$ cat config.mk
export PLATFORM = sky130hd
export DESIGN_NAME = reset_sequencer
export DESIGN_NICKNAME = d
export VERILOG_FILES = /design/src/rtl/reset_sequencer.sv
export SDC_FILE = /design/constraint.sdc
export NUM_CORES = 1
export LEC_CHECK = 0
export BUFFER_PORTS_ARGS = -buffer_cell sky130_fd_sc_hd__clkbuf_2
export CORE_MARGIN = 4
export CORE_UTILIZATION = 35
export CTS_CLUSTER_DIAMETER = 60
export DETAILED_ROUTE_END_ITERATION = 8
export GPL_ROUTABILITY_DRIVEN = 1
export PLACE_DENSITY = 0.62
export SKIP_LAST_GASP = 1
export SYNTH_ARGS = -nofsm -noshare
export SYNTH_HDL_FRONTEND = slang
export SYNTH_SLANG_ARGS = --single-unit
$ cat constraint.sdc
create_clock -name clk_i -period 2 [get_ports clk_i]
set_input_delay 0.4 -clock clk_i [delete_from_list [all_inputs] [get_ports clk_i]]
set_output_delay 0.4 -clock clk_i [all_outputs]
set_load 0.01 [all_outputs]
$ cat src/rtl/reset_sequencer.sv
// Staged reset sequencer: filters PLL lock, then releases NUM_STAGES active-high resets in order.
// Optional watchdog on time spent in HOLD is enabled by defining RESET_SEQ_WDOG_EN.
module reset_sequencer #(
  parameter int NUM_STAGES  = 4,
  parameter int STAGE_DELAY = 16,
  parameter int LOCK_FILTER = 8,
  parameter int SOFT_HOLD   = 32,
  parameter int WDOG_CYCLES = 1024
) (
  input  logic                  clk_i,
  input  logic                  rst_i,
  input  logic                  pll_locked_i,
  input  logic                  soft_rst_i,
  output logic [NUM_STAGES-1:0] rst_stage_o,
  output logic                  done_o,
  output logic                  timeout_o
);

  localparam int LW = $clog2(LOCK_FILTER + 1);
  localparam int HW = $clog2(SOFT_HOLD + 1);
  localparam int DW = $clog2(STAGE_DELAY + 1);
  localparam int IW = $clog2(NUM_STAGES + 1);

  localparam logic [LW-1:0] LOCK_MAX  = LW'(LOCK_FILTER);
  localparam logic [HW-1:0] HOLD_MAX  = HW'(SOFT_HOLD);
  localparam logic [DW-1:0] DLY_LAST  = DW'(STAGE_DELAY - 1);
  localparam logic [IW-1:0] IDX_LAST  = IW'(NUM_STAGES);

  typedef enum logic [1:0] {HOLD, RELEASE, RUN} state_e;

  state_e                  state_q, state_d;
  logic                    lock_meta, lock_s;
  logic [LW-1:0]           lock_cnt_q, lock_cnt_d;
  logic [HW-1:0]           hold_cnt_q, hold_cnt_d;
  logic [DW-1:0]           dly_cnt_q, dly_cnt_d;
  logic [IW-1:0]           stage_idx_q, stage_idx_d;
  logic [NUM_STAGES-1:0]   stage_q, stage_d;
  logic                    done_q, done_d;

  always_ff @(posedge clk_i or posedge rst_i) begin
    if (rst_i) begin
      lock_meta <= 1'b0;
      lock_s    <= 1'b0;
    end else begin
      // NOTE: non-blocking assignments make both flops sample together, forming a real 2-stage shift.
      lock_meta <= pll_locked_i;
      lock_s    <= lock_meta;
    end
  end

  always_ff @(posedge clk_i or posedge rst_i) begin
    if (rst_i) begin
      state_q     <= HOLD;
      lock_cnt_q  <= '0;
      hold_cnt_q  <= '0;
      dly_cnt_q   <= '0;
      stage_idx_q <= '0;
      stage_q     <= '1;
      done_q      <= 1'b0;
    end else begin
      state_q     <= state_d;
      lock_cnt_q  <= lock_cnt_d;
      hold_cnt_q  <= hold_cnt_d;
      dly_cnt_q   <= dly_cnt_d;
      stage_idx_q <= stage_idx_d;
      stage_q     <= stage_d;
      done_q      <= done_d;
    end
  end

  always_comb begin
    // NOTE: every signal gets a default first so no path through this block can infer a latch.
    state_d     = state_q;
    lock_cnt_d  = lock_cnt_q;
    hold_cnt_d  = hold_cnt_q;
    dly_cnt_d   = dly_cnt_q;
    stage_idx_d = stage_idx_q;
    stage_d     = stage_q;
    done_d      = done_q;

    unique case (state_q)
      HOLD: begin
        stage_d     = '1;
        done_d      = 1'b0;
        dly_cnt_d   = '0;
        stage_idx_d = '0;
        if (!lock_s)                  lock_cnt_d = '0;
        else if (lock_cnt_q != LOCK_MAX) lock_cnt_d = lock_cnt_q + 1'b1;
        if (soft_rst_i)               hold_cnt_d = HOLD_MAX;
        else if (hold_cnt_q != '0)    hold_cnt_d = hold_cnt_q - 1'b1;
        if (!soft_rst_i && lock_cnt_d == LOCK_MAX && hold_cnt_q == '0)
          state_d = RELEASE;
      end
      RELEASE: begin
        if (stage_idx_q == IDX_LAST) begin
          state_d = RUN;
          done_d  = 1'b1;
        end else if (dly_cnt_q == DLY_LAST) begin
          // Shifting in zeros from the bottom releases bit 0 first and never re-asserts a bit.
          dly_cnt_d   = '0;
          stage_d     = stage_q << 1;
          stage_idx_d = stage_idx_q + 1'b1;
        end else begin
          dly_cnt_d = dly_cnt_q + 1'b1;
        end
      end
      RUN: begin
        stage_d = '0;
        done_d  = 1'b1;
      end
      default: state_d = HOLD;
    endcase

    // Restart re-asserts every stage in one cycle; soft request wins over lock loss.
    if (state_q != HOLD && (soft_rst_i || !lock_s)) begin
      state_d     = HOLD;
      stage_d     = '1;
      done_d      = 1'b0;
      lock_cnt_d  = '0;
      dly_cnt_d   = '0;
      stage_idx_d = '0;
      hold_cnt_d  = soft_rst_i ? HOLD_MAX : '0;
    end
  end

  assign rst_stage_o = stage_q;
  assign done_o      = done_q;

`ifdef RESET_SEQ_WDOG_EN
  localparam int WW = $clog2(WDOG_CYCLES + 1);
  localparam logic [WW-1:0] WDOG_MAX = WW'(WDOG_CYCLES);

  logic [WW-1:0] wdog_cnt_q, wdog_cnt_d;
  logic          timeout_q;

  always_comb begin
    wdog_cnt_d = '0;
    if (state_q == HOLD)
      wdog_cnt_d = (wdog_cnt_q == WDOG_MAX) ? wdog_cnt_q : wdog_cnt_q + 1'b1;
  end

  always_ff @(posedge clk_i or posedge rst_i) begin
    if (rst_i) begin
      wdog_cnt_q <= '0;
      timeout_q  <= 1'b0;
    end else begin
      wdog_cnt_q <= wdog_cnt_d;
      if (wdog_cnt_d == WDOG_MAX) timeout_q <= 1'b1;
    end
  end

  assign timeout_o = timeout_q;
`else
  assign timeout_o = 1'b0;
`endif

endmodule

==> flow_summary.toml <==
[power]
peakVddDrop_uv = 485
power_mw = 1.24
leakagePower_nw = 0.834
power_density_mw_per_mm2 = 709

[setup_path]
cp.depth = 5
start_kind = "register"
path_cells = "inv_1 > ha_1 > o21ai_4 > o21ai_2 > mux2_2"
crit_type = "register to register"
cpPeakStageDelay_ns = 0.42
end_kind = "register"
r2r_cells = 5
crit_family = "compound AO/OA/AOI/OAI gates"
required_ns = 2.22
ff2ff_setup_slack_ns = 0.17
timing.rr.end = "rst_stage_o[0]"
crit_arrival_ns = 2.04
r2r_start = "state_q[1]"
critPathBufInv = 1
cpMaxStageDelayCell = "dfrtp_1"
crit_fanout = 9

[die]
pin_count = 10
initial_core_util = 0.363
dieArea_mm2 = 0.00565
core-area_mm2 = 0.00435
die_w_um = 75.2
rows = 24
die_h_um = 75.2

[routing]
ant_nets = 0
post_drt_wl_per_cell_um = 12.4
vias_per_cell = 5.16
post-route-drc-count = 0
vias = 1213
dr.pass1.iters = 4
wl_um = 2910
drt-initial-drc-count = 40

[sta]
fmax_mhz = 548
min_period_over_period = 0.913
skew_ns = 0.00910
hold_viol = 0
tns_ns = 0
hold_ws_ns = 0.145
finalSetupViolCount = 0
period_needed_ns = 1.83
rsz0062_at_grt = "false"
setup_ws_ns = 0.174
slew_viol_final = 0

[job]
max-cap-violations = 0

[cts]
clk_latency_ns = 0.28
clkSinkCount = 27
cts-root-buf = "clkbuf_8"
h-tree-depth = 1
cts_made_buffers = 3
hold_buffers = 0
cts_tree = "built"
clk_pin_slew_ns = 0.09
cts.path.max_buffers = 2

[synth]
async_flop_share = 1.00
ys.flop_type = "dfrtp_1"
synthesis.nets = 185
netlist_top_cells_area = "dfrtp_1 (36%), ha_1 (7.1%), dfstp_2 (6.7%)"
synth.most_common_cell = "dfrtp_1"
synth_top_area_frac = 0.365
ys_warn_count = 0
synth.avg_cell_area_um2 = 9.18
synth-edff-count = 0
syn_inst = 172
synth_common_cells = "dfrtp_1 (23), nand2_1 (16), inv_1 (15), nor2_1 (14), o21ai_0 (13)"
netlist_area_mm2 = 0.00158
synth_seq_area_share = 0.431
yosys_register_bits = 27
synth_area_leader_cell = "dfrtp_1"
ys_types = 45

[run_status]
status = "completed"

[global_routing]
grtUsageMet1 = 0.168
grt_usage = 0.122
grt_pass1_vias = 1192
use_met3 = 0.0320
grt.overflow.total = 0
grt_util_met2 = 0.193
grt_pass1_wl_um = 5380
busiest_layer = "met2"
grt_max_degree = 28
antenna_found_initial = 0

[place]
gp_congestion = 0.760
io_buffers = 8
place_ws_ns = 0.0786
place.detailed.hpwl_um = 2150

[layout]
nNetsFinal = 197
area_growth_pct = 10.6
n_antenna_cell = 0
final_layout_size_suffix_gt1_frac = 0.169

[hold_path]
hold_path_class = "input port to asynchronous set/reset pin"
==> final cells by class <==
cell class                      count  area (um^2)
Clock buffer                        3         41.3
Inverter                           15         56.3
Timing Repair Buffer               12         70.1
Fill cell                         439         2610
Sequential cell                    27          681
Multi-Input combinational cell    125          828
Clock inverter                      1         5.00
Tap cell                           52         65.1
==> registers in the layout, summed over array words and instances (netlist names) <==
| signal | cells |
|---|---|
| lock_meta | 1 |
| state_q | 2 |
| hold_cnt_q | 6 |
| lock_cnt_q | 4 |
| done_o | 1 |
| lock_s | 1 |
| stage_idx_q | 3 |
| dly_cnt_q | 5 |
| rst_stage_o | 4 |
==> through the flow <==
| stage | util | cell area (um^2) | instances |
|---|---|---|---|
| final | 0.401 | 1750 | 235 |
| after global routing | 0.401 | 1750 | 235 |
| after CTS | 0.398 | 1730 | 235 |
| after detailed placement | 0.387 | 1690 | 231 |
| after global placement | 0.387 | 1690 | 231 |
| after floorplan | - | 1580 | 172 |
==> power breakdown <==
group	total, mW	switching, mW	internal (mW)
sequential	0.666	0.0655	0.600
combinational	0.260	0.142	0.117
clock	0.313	0.173	0.140
total	1.24	0.380	0.858
==> how the worst max path moves through the flow <==
stage	slack (ns)	endpoint	start
3_5_place_dp	0.08	hold_cnt_q[5]	state_q[1]
2_1_floorplan	0.28	rst_stage_o[0]	state_q[1]
4_1_cts	0.06	hold_cnt_q[5]	state_q[1]
6_report	0.17	rst_stage_o[0]	state_q[1]
5_1_grt	0.01	dly_cnt_q[2]	state_q[0]
3_3_place_gp	0.12	hold_cnt_q[5]	state_q[1]
==> worst min-delay path: stages <==
cell,delay [ns]
clkbuf_2,0.08
inv_1,0.04
buf_4,0.32
==> layout by cell type (no fill, tap or decap), drive strengths merged, types with 3 or more instances in the layout <==
master	count
xor2	4
a21oi	12
inv	15
ha	9
buf	4
o21ai	15
a31oi	3
nor2b	4
nand3	8
nor3	6
dfrtp	23
dfstp	4
nand3b	3
mux2i	6
clkbuf	11
nor2	14
nand2	16
==> what timing repair did <==
item / 4_1_cts / 5_1_grt
buffers inserted: 0 / 0
endpoints found under the setup margin: 0 / 8
resized for setup: 0 / 3
==> metal layers <==
layer  up-vias  wire (um)  share of wire
met3         5         94          0.032
met4         0         25         0.0086
met1       577       1490           0.51
met5         -          0              0
li1        617          -              -
met2        14       1300           0.45
==> kinds of logic (layout without fill, tap and decap cells) <==
kind of cell               after synthesis  in the layout  share of synthesized area
AOI/OAI and AO/OA                       43             43                      0.175
xor gates and xnor gates                 5              5                     0.0277
adders and majority gates                9              9                     0.0713
buffers and inverters                   20             31                     0.0531
DFF                                     27             27                      0.431
muxes                                    7              7                     0.0452
other                                    1              1                    0.00237
and+or+nand+nor                         60             60                      0.194
Note: power is estimated with default switching activity, not from simulation.
